### src/rtl/inst_prefetch_buffer.sv
`default_nettype none
// ============================================================================
// inst_prefetch_buffer: circular RVC halfword fetch buffer, credit-based line
// prefetch, one 16/32-bit instruction per cycle to decode.
// Option macro INST_PREFETCH_BYPASS_EN: same-cycle bypass into an empty buffer.
// Revision: 1.0
// ============================================================================
module inst_prefetch_buffer #(
   parameter int LINEWIDTH       = 64,
   parameter int DEPTH           = 16,
   parameter int MAX_OUTSTANDING = 2
) (
   input  logic                             clk,
   input  logic                             rst,
   input  logic                             flush,
   input  logic [$clog2(LINEWIDTH/16)-1:0]  flush_offset,
   output logic                             req_valid,
   input  logic                             req_ready,
   input  logic                             rsp_valid,
   input  logic [LINEWIDTH-1:0]             rsp_data,
   output logic                             inst_valid,
   input  logic                             inst_ready,
   output logic [31:0]                      inst_out,
   output logic                             inst_rvc
);
   localparam int EPL = LINEWIDTH / 16;
   localparam int OW  = $clog2(EPL);
   localparam int PW  = $clog2(DEPTH);
   localparam int FW  = PW + 1;
   localparam int CW  = 3;

   logic [15:0]   mem_q [DEPTH];
   logic [PW-1:0] rd_ptr_q, rd_ptr_d;
   logic [PW-1:0] wr_ptr_q, wr_ptr_d;
   logic [FW-1:0] fill_q, fill_d;
   logic [CW-1:0] pend_q, pend_d;
   logic [CW-1:0] drop_q, drop_d;
   logic [OW-1:0] skip_q, skip_d;

   logic [15:0]   line_hw [EPL];
   logic [15:0]   buf_h0, buf_h1, cur_h0, cur_h1;
   logic          buf_rvc, buf_valid, cur_rvc, byp;
   logic          wr_en, pop, fire, req_ok;
   logic [1:0]    pop_n;

   always_comb begin
      for (int i = 0; i < EPL; i++) begin
         line_hw[i] = rsp_data[16*i +: 16];
      end
   end

   // Both halves are read modulo DEPTH so an instruction may straddle the wrap.
   assign buf_h0    = mem_q[rd_ptr_q];
   assign buf_h1    = mem_q[rd_ptr_q + PW'(1)];
   assign buf_rvc   = buf_h0[1:0] != 2'b11;
   assign buf_valid = (fill_q >= FW'(2)) || ((fill_q == FW'(1)) && buf_rvc);
   assign wr_en     = rsp_valid && !flush && (drop_q == '0) && (pend_q != '0);

`ifdef INST_PREFETCH_BYPASS_EN
   logic [15:0] byp_h0, byp_h1;
   logic        byp_rvc;

   // A 32-bit instruction whose upper half would lie past the line end waits for the buffer.
   assign byp_h0  = line_hw[skip_q];
   assign byp_h1  = line_hw[skip_q + OW'(1)];
   assign byp_rvc = byp_h0[1:0] != 2'b11;
   assign byp     = wr_en && (fill_q == '0) && inst_ready &&
                    (byp_rvc || (skip_q != OW'(EPL - 1)));
   assign cur_h0  = byp ? byp_h0 : buf_h0;
   assign cur_h1  = byp ? byp_h1 : buf_h1;
`else
   assign byp     = 1'b0;
   assign cur_h0  = buf_h0;
   assign cur_h1  = buf_h1;
`endif

   assign cur_rvc    = cur_h0[1:0] != 2'b11;
   assign inst_valid = rst && (buf_valid || byp);
   assign inst_rvc   = inst_valid && cur_rvc;
   assign inst_out   = !inst_valid ? 32'h0 :
                       cur_rvc     ? {16'h0, cur_h0} : {cur_h1, cur_h0};
   assign pop        = inst_valid && inst_ready && !flush;
   assign pop_n      = cur_rvc ? 2'd1 : 2'd2;

   // Space is reserved for every live request so accepted lines always fit.
   assign req_ok    = ((int'(pend_q) + int'(drop_q)) < MAX_OUTSTANDING) &&
                      ((int'(fill_q) + (int'(pend_q) + 1) * EPL) <= DEPTH);
   assign req_valid = rst && !flush && req_ok;
   assign fire      = req_valid && req_ready;

   always_comb begin
      rd_ptr_d = rd_ptr_q;
      wr_ptr_d = wr_ptr_q;
      fill_d   = fill_q;
      pend_d   = pend_q;
      drop_d   = drop_q;
      skip_d   = skip_q;
      if (flush) begin
         rd_ptr_d = PW'(flush_offset);
         wr_ptr_d = '0;
         fill_d   = '0;
         pend_d   = '0;
         skip_d   = flush_offset;
         drop_d   = drop_q + pend_q;
         if (rsp_valid && (drop_d != '0)) begin
            drop_d = drop_d - CW'(1);
         end
      end else begin
         if (wr_en) begin
            wr_ptr_d = wr_ptr_q + PW'(EPL);
            skip_d   = '0;
         end
         if (rsp_valid && (drop_q != '0)) begin
            drop_d = drop_q - CW'(1);
         end
         pend_d = pend_q + CW'(fire) - CW'(wr_en);
         if (pop) begin
            rd_ptr_d = rd_ptr_q + PW'(pop_n);
         end
         fill_d = fill_q + (wr_en ? (FW'(EPL) - FW'(skip_q)) : '0)
                         - (pop ? FW'(pop_n) : '0);
      end
   end

   always_ff @(posedge clk or negedge rst) begin
      if (!rst) begin
         rd_ptr_q <= '0;
         wr_ptr_q <= '0;
         fill_q   <= '0;
         pend_q   <= '0;
         drop_q   <= '0;
         skip_q   <= '0;
      end else begin
         rd_ptr_q <= rd_ptr_d;
         wr_ptr_q <= wr_ptr_d;
         fill_q   <= fill_d;
         pend_q   <= pend_d;
         drop_q   <= drop_d;
         skip_q   <= skip_d;
      end
   end

   always_ff @(posedge clk) begin
      if (wr_en) begin
         for (int i = 0; i < EPL; i++) begin
            mem_q[wr_ptr_q + PW'(i)] <= line_hw[i];
         end
      end
   end

   a_rsp_protocol: assert property (@(posedge clk) disable iff (!rst)
      rsp_valid |-> ((pend_q != '0) || (drop_q != '0)));
   a_fill_bound: assert property (@(posedge clk) disable iff (!rst)
      int'(fill_q) <= DEPTH);
   a_credit_bound: assert property (@(posedge clk) disable iff (!rst)
      (int'(pend_q) + int'(drop_q)) <= MAX_OUTSTANDING);

endmodule
`default_nettype wire

### config.mk
export PLATFORM = sky130hd
export DESIGN_NAME = inst_prefetch_buffer
export DESIGN_NICKNAME = d
export VERILOG_FILES = /design/src/rtl/inst_prefetch_buffer.sv
export SDC_FILE = /design/constraint.sdc
export NUM_CORES = 1
export LEC_CHECK = 0
export CORE_ASPECT_RATIO = 0.5
export CORE_MARGIN = 3
export CORE_UTILIZATION = 60
export DETAILED_ROUTE_END_ITERATION = 8
export PLACE_DENSITY = 0.79
export SLEW_MARGIN = 20
export SYNTH_ARGS = -nofsm -noshare
export SYNTH_HDL_FRONTEND = slang
export SYNTH_SLANG_ARGS = --single-unit
### constraint.sdc
create_clock -name clk -period 4.8 [get_ports clk]
set_clock_uncertainty 0.05 [all_clocks]
set_input_delay 0.96 -clock clk [delete_from_list [all_inputs] [get_ports clk]]
set_output_delay 0.96 -clock clk [all_outputs]
set_load 0.02 [all_outputs]
# After elaboration in Yosys (flattened, before gate mapping)
# Memories as Yosys holds them, arrays and structs flattened.
# Cells that the tools add are included.
# Widths: inputs -> output; s select.
# op_classes
n_addsub	17
order_cmp	3
n_eq_ne	2
n_mux	18
reduce_logical	23
# ops
op	count
$mux 32	2
$mux 4	4
$logic_and 1x1->1	14
$mux 3	4
$mux 5	2
$reduce_bool 3->1	3
$add 4x1->4 const B	2
$add 4x2->4 const B	2
$mux 2	4
$add 5x6->7	1
$le 7x5->1 const B	1
$reduce_bool 2->1	3
$sub 3x1->3 const B	2
$add 5x5->5	1
$eq 5x1->1 const B	1
$ge 5x2->1 const B	1
$sub 5x2->5	1
$add 3x1->4 const B	1
$add 3x3->4	1
$add 4x2->4	1
$add 4x3->4 const B	1
$lt 4x2->1 const B	1
$sub 3x2->4 const A	1
$add 3x1->3	1
other kinds (7)	8
# word_totals
ff_bits	21
ram_bits	256
inputBits	72
output_inout_bits	35
wordCells	70
mem_count	1
# mem_list
memory	depth	word_bits	read_ports	rd_clocked_by_memory_dff	write_ports	line	rtl
mem_q	16	16	2	0	4	32	logic [15:0] mem_q [DEPTH];

# Logic depth before layout (Yosys ltp)
# An unclocked memory read counts as a cell.
# logic_depth
ltp_word	10
ltp_mapped	17
ltp_nobuf	16

# Worst setup path after synthesis
# OpenSTA, ideal clock, no wires.
# synth_timing
path_kind	input-to-reg
start	in flush
end	mem mem_q[1][0] (enable)
setup_time_ns	0.431
arrival_ns	3.317
t_required_ns	4.319
path_slack_ns	1.002
stages	5
path_buffers	2
cell_sequence	clkbuf_1 nor4b_2 nand2_1 inv_1 clkbuf_1
# synth_lines
element	line	rtl
start, declared	15	input logic flush,
end, declared	32	

# Worst setup path in the final report
# layout_timing
start	reg rd_ptr_q[0]
end	out inst_out[25]
# layout_via
elab_chain_cells	6
# layout_rtl
element	line	rtl
start, declared	33	logic [PW-1:0] rd_ptr_q, rd_ptr_d;
start signal, assigned	134	rd_ptr_q <= rd_ptr_d;
$mem_v2 16x16 *	-	
$ne 2x2->1	55, 77	
$logic_and 1x1->1	56	assign buf_valid = (fill_q >= FW'(2)) || ((fill_q == FW'(1)) && buf_rvc);
$logic_or 1x1->1	56	
$logic_and 1x1->1	78	assign inst_valid = rst && (buf_valid || byp);
$mux 32 *	80	assign inst_out = !inst_valid ? 32'h0 :
end, declared	23	output logic [31:0] inst_out,
# Every way passes the cells marked *; elsewhere a longest branch is shown, timed or not.

==> run metrics <==
worst vdd ir 0.221 mV; Starting Density 62.7%; Worst-Margin Slew 1.19 ns; Yosys reg bits 275; share of the synthesized area in the top cell type 49.7%; Crit. End Element output port; row count 40; post-synth top area cell edfxtp_1; first-pass GRT wire length 61.0 mm; H-tree depth 1; met2 WL 19.5 mm; Pwr Total 0.00677 W; EDFF count, synth 256; Synth Area in Compound Gates 3.12%; crit path time final 4.61 ns; Clock Tree Root clkbuf_16; Post-Synth XOR/XNOR Area 0.510%; Hold/Removal Path Class register to register; commonest non-fill, non-tap cell in the layout nand2_1; worst-path fanout max 15; WL met3 4.05 mm; clk_lat worst skew 0.54 ns; fraction of layout cells with a size suffix above 1 19.2%; Top delay family on crit path buffers and inverters; Yosys cell types 51; Top FF cell, synth edfxtp_1; crit start category register; mux contribution to synthesized area 22.1%; 1st-pass router iterations 6; Syn Nets 1328; main combinational cell family by area after synthesis multiplexers; Mapped Area 15500 sq um; Met1 Wirelength 14.2 mm; maximum clock frequency 0.217 GHz; status finished clean; IO Count 107; vias 10700; Routability Congestion 0.857; Final Routed Wirelength 38.8 mm; nets 1419; post-route setup slack 0.188 ns; syn_area_per_cell 12.7 sq um; Max Root-Sink Buffers 3; largest cells by area after synthesis edfxtp_1 (50%), mux4_2 (21%), nand2_1 (11%), dfrtp_1 (3.1%), ha_1 (2.5%); pre-CTS WS 0.396 ns; fin. max-slew vios 0; area delta synth->final 15.4%; Worst path slowest cell clkdlybuf4s50_1; die height 120 microns; pin count of the biggest net entering global routing 74; Avg Vias per Cell 6.41; final hold vios 0; TritonCTS clock tree built; top routing layer in use met5; Hold Slack 0.489 ns; Leakage 6.47 nW; fin crit share 96.1%; die area 27800 sq um; antenna violations before repair 1; Pwr per Cell Area 380 nW/um^2; Antenna Nets Post-Route 0; Final Setup Violations 0; CP Cell Sequence mux4_2, a22oi_1, and3_4, nor2_4, nand3_4, buf_4, a211oi_1, clkdlybuf4s50_1; core area 24700 sq um; CTS Hold Buffers Added 0; critical path's largest stage delay 0.70 ns; Max Cap Viol 0; Gate Count Post-Synth 1219; Inserted Clock Buffers 25; DP Wirelength 25.9 mm; CP Class register to output port; Sink Count 275; Adder-Cell Fraction of Synth Area 3.29%; Slew headroom 20.3%; grt total ovfl 0; WL/cell 23.3 microns; RSZ-0062 raised after global routing no; dpl cell area 16900 sq um; GRT Resource Usage Total 28.8%; Post-route DRC 0; ys async rst share 6.91%; CP Data Required Time 3.79 ns; Clk pin slew, worst setup/hold paths 0.07 ns; sequential fraction of the synthesis area 52.8%; DRT iter0 DRCs 1300; Yosys warning total 0; setup_tns 0 ns; post-layout instance area 17800 sq um; Die Width 233 microns; most frequent cells in the layout nand2_1 (467), edfxtp_1 (256), mux4_2 (142); CP Buf/Inv Count 2; vias in the first global route 11000; Critical Path AT 3.60 ns; Simple-Gate Fraction of Synth Area 14.5%; IO buf count 106
-- worst paths after layout --
check,startpoint,cells past startpoint,slack (ns),to
max,rd_ptr_q[0]$_DFFE_PN0P_,8,0.19,inst_out[25]
min,skip_q[1]$_DFFE_PN0N_,2,0.49,skip_q[1]$_DFFE_PN0N_
max reg2reg,rd_ptr_q[0]$_DFFE_PN0P_,14,0.93,fill_q[3]$_DFF_PN0_
min reg2reg,skip_q[1]$_DFFE_PN0N_,2,0.49,skip_q[1]$_DFFE_PN0N_
max in group asynchronous,rst,2,3.50,rd_ptr_q[0]$_DFFE_PN0P_
min in group asynchronous,rst,2,0.91,fill_q[4]$_DFF_PN0_
-- sequential cells by signal, summed over array words and instances, names as in the netlist --
signal,cells
drop_q,3
fill_q,5
mem_q,256
pend_q,3
rd_ptr_q,4
skip_q,2
wr_ptr_q,2
-- tightest hold or removal path: cells and delay by family, from the launching register on --
| family | cells | cell delay (ns) |
|---|---|---|
| compound gates | 1 | 0.07 |
| flops | 1 | 0.36 |
| buf+inv | 1 | 0.07 |
-- cell type report --
type | count | area (sq um)
antenna | 1 | 2.50
clock buffer | 32 | 672
clock inverter | 13 | 128
fill | 1527 | 6840
inverter | 38 | 144
multi-input combinational | 819 | 6780
sequential | 275 | 8170
tap | 336 | 420
timing repair buffer | 151 | 1510
-- metal layers --
layer  up-vias  track usage, %
li1       4635               -
met1      5376            38.6
met2       578            48.6
met3        89            5.29
met4         2            8.87
met5         -               0
-- timing repair --
item,in CTS,in global routing
gates resized for setup,2,3
buffers inserted,1,8
setup endpoints to repair,4,8
gates cloned,0,0
pin swaps,0,2
-- through the flow --
stage / instances / utilization (%)
2_1_floorplan: 1219 / -
3_3_place_gp: 1610 / 68.6
3_5_place_dp: 1610 / 68.6
4_1_cts: 1656 / 71.9
5_1_grt: 1664 / 72.3
6_report: 1665 / 72.3
-- cell usage after synthesis (all sizes together) (6+ instances only) --
master / instances
clkbuf: 42
mux4: 142
mux2i: 18
xor2: 7
a211oi: 36
fa: 6
buf: 45
nand2: 467
nand3: 8
dfrtp: 19
a21oi: 7
nor2b: 38
edfxtp: 256
nor2: 18
inv: 38
ha: 31
-- cell families (layout without fill, tap and decap cells) --
kind of cell             count (synthesis)  count (layout)
buffers and inverters                  125             234
multiplexers                           164             164
adder cells (fa/ha/maj)                 37              37
XOR/XNOR                                 9               9
AO/OA/AOI/OAI                           64              64
other                                    0               1
flip-flops                             275             275
AND/OR/NAND/NOR                        545             545
-- power by group --
part           switching [W]  internal, W  total (W)
Combinational        0.00102      0.00102    0.00204
Clock               0.000911      0.00110    0.00202
Sequential         0.0000644      0.00265    0.00272
(Power assumes the default switching activity.)
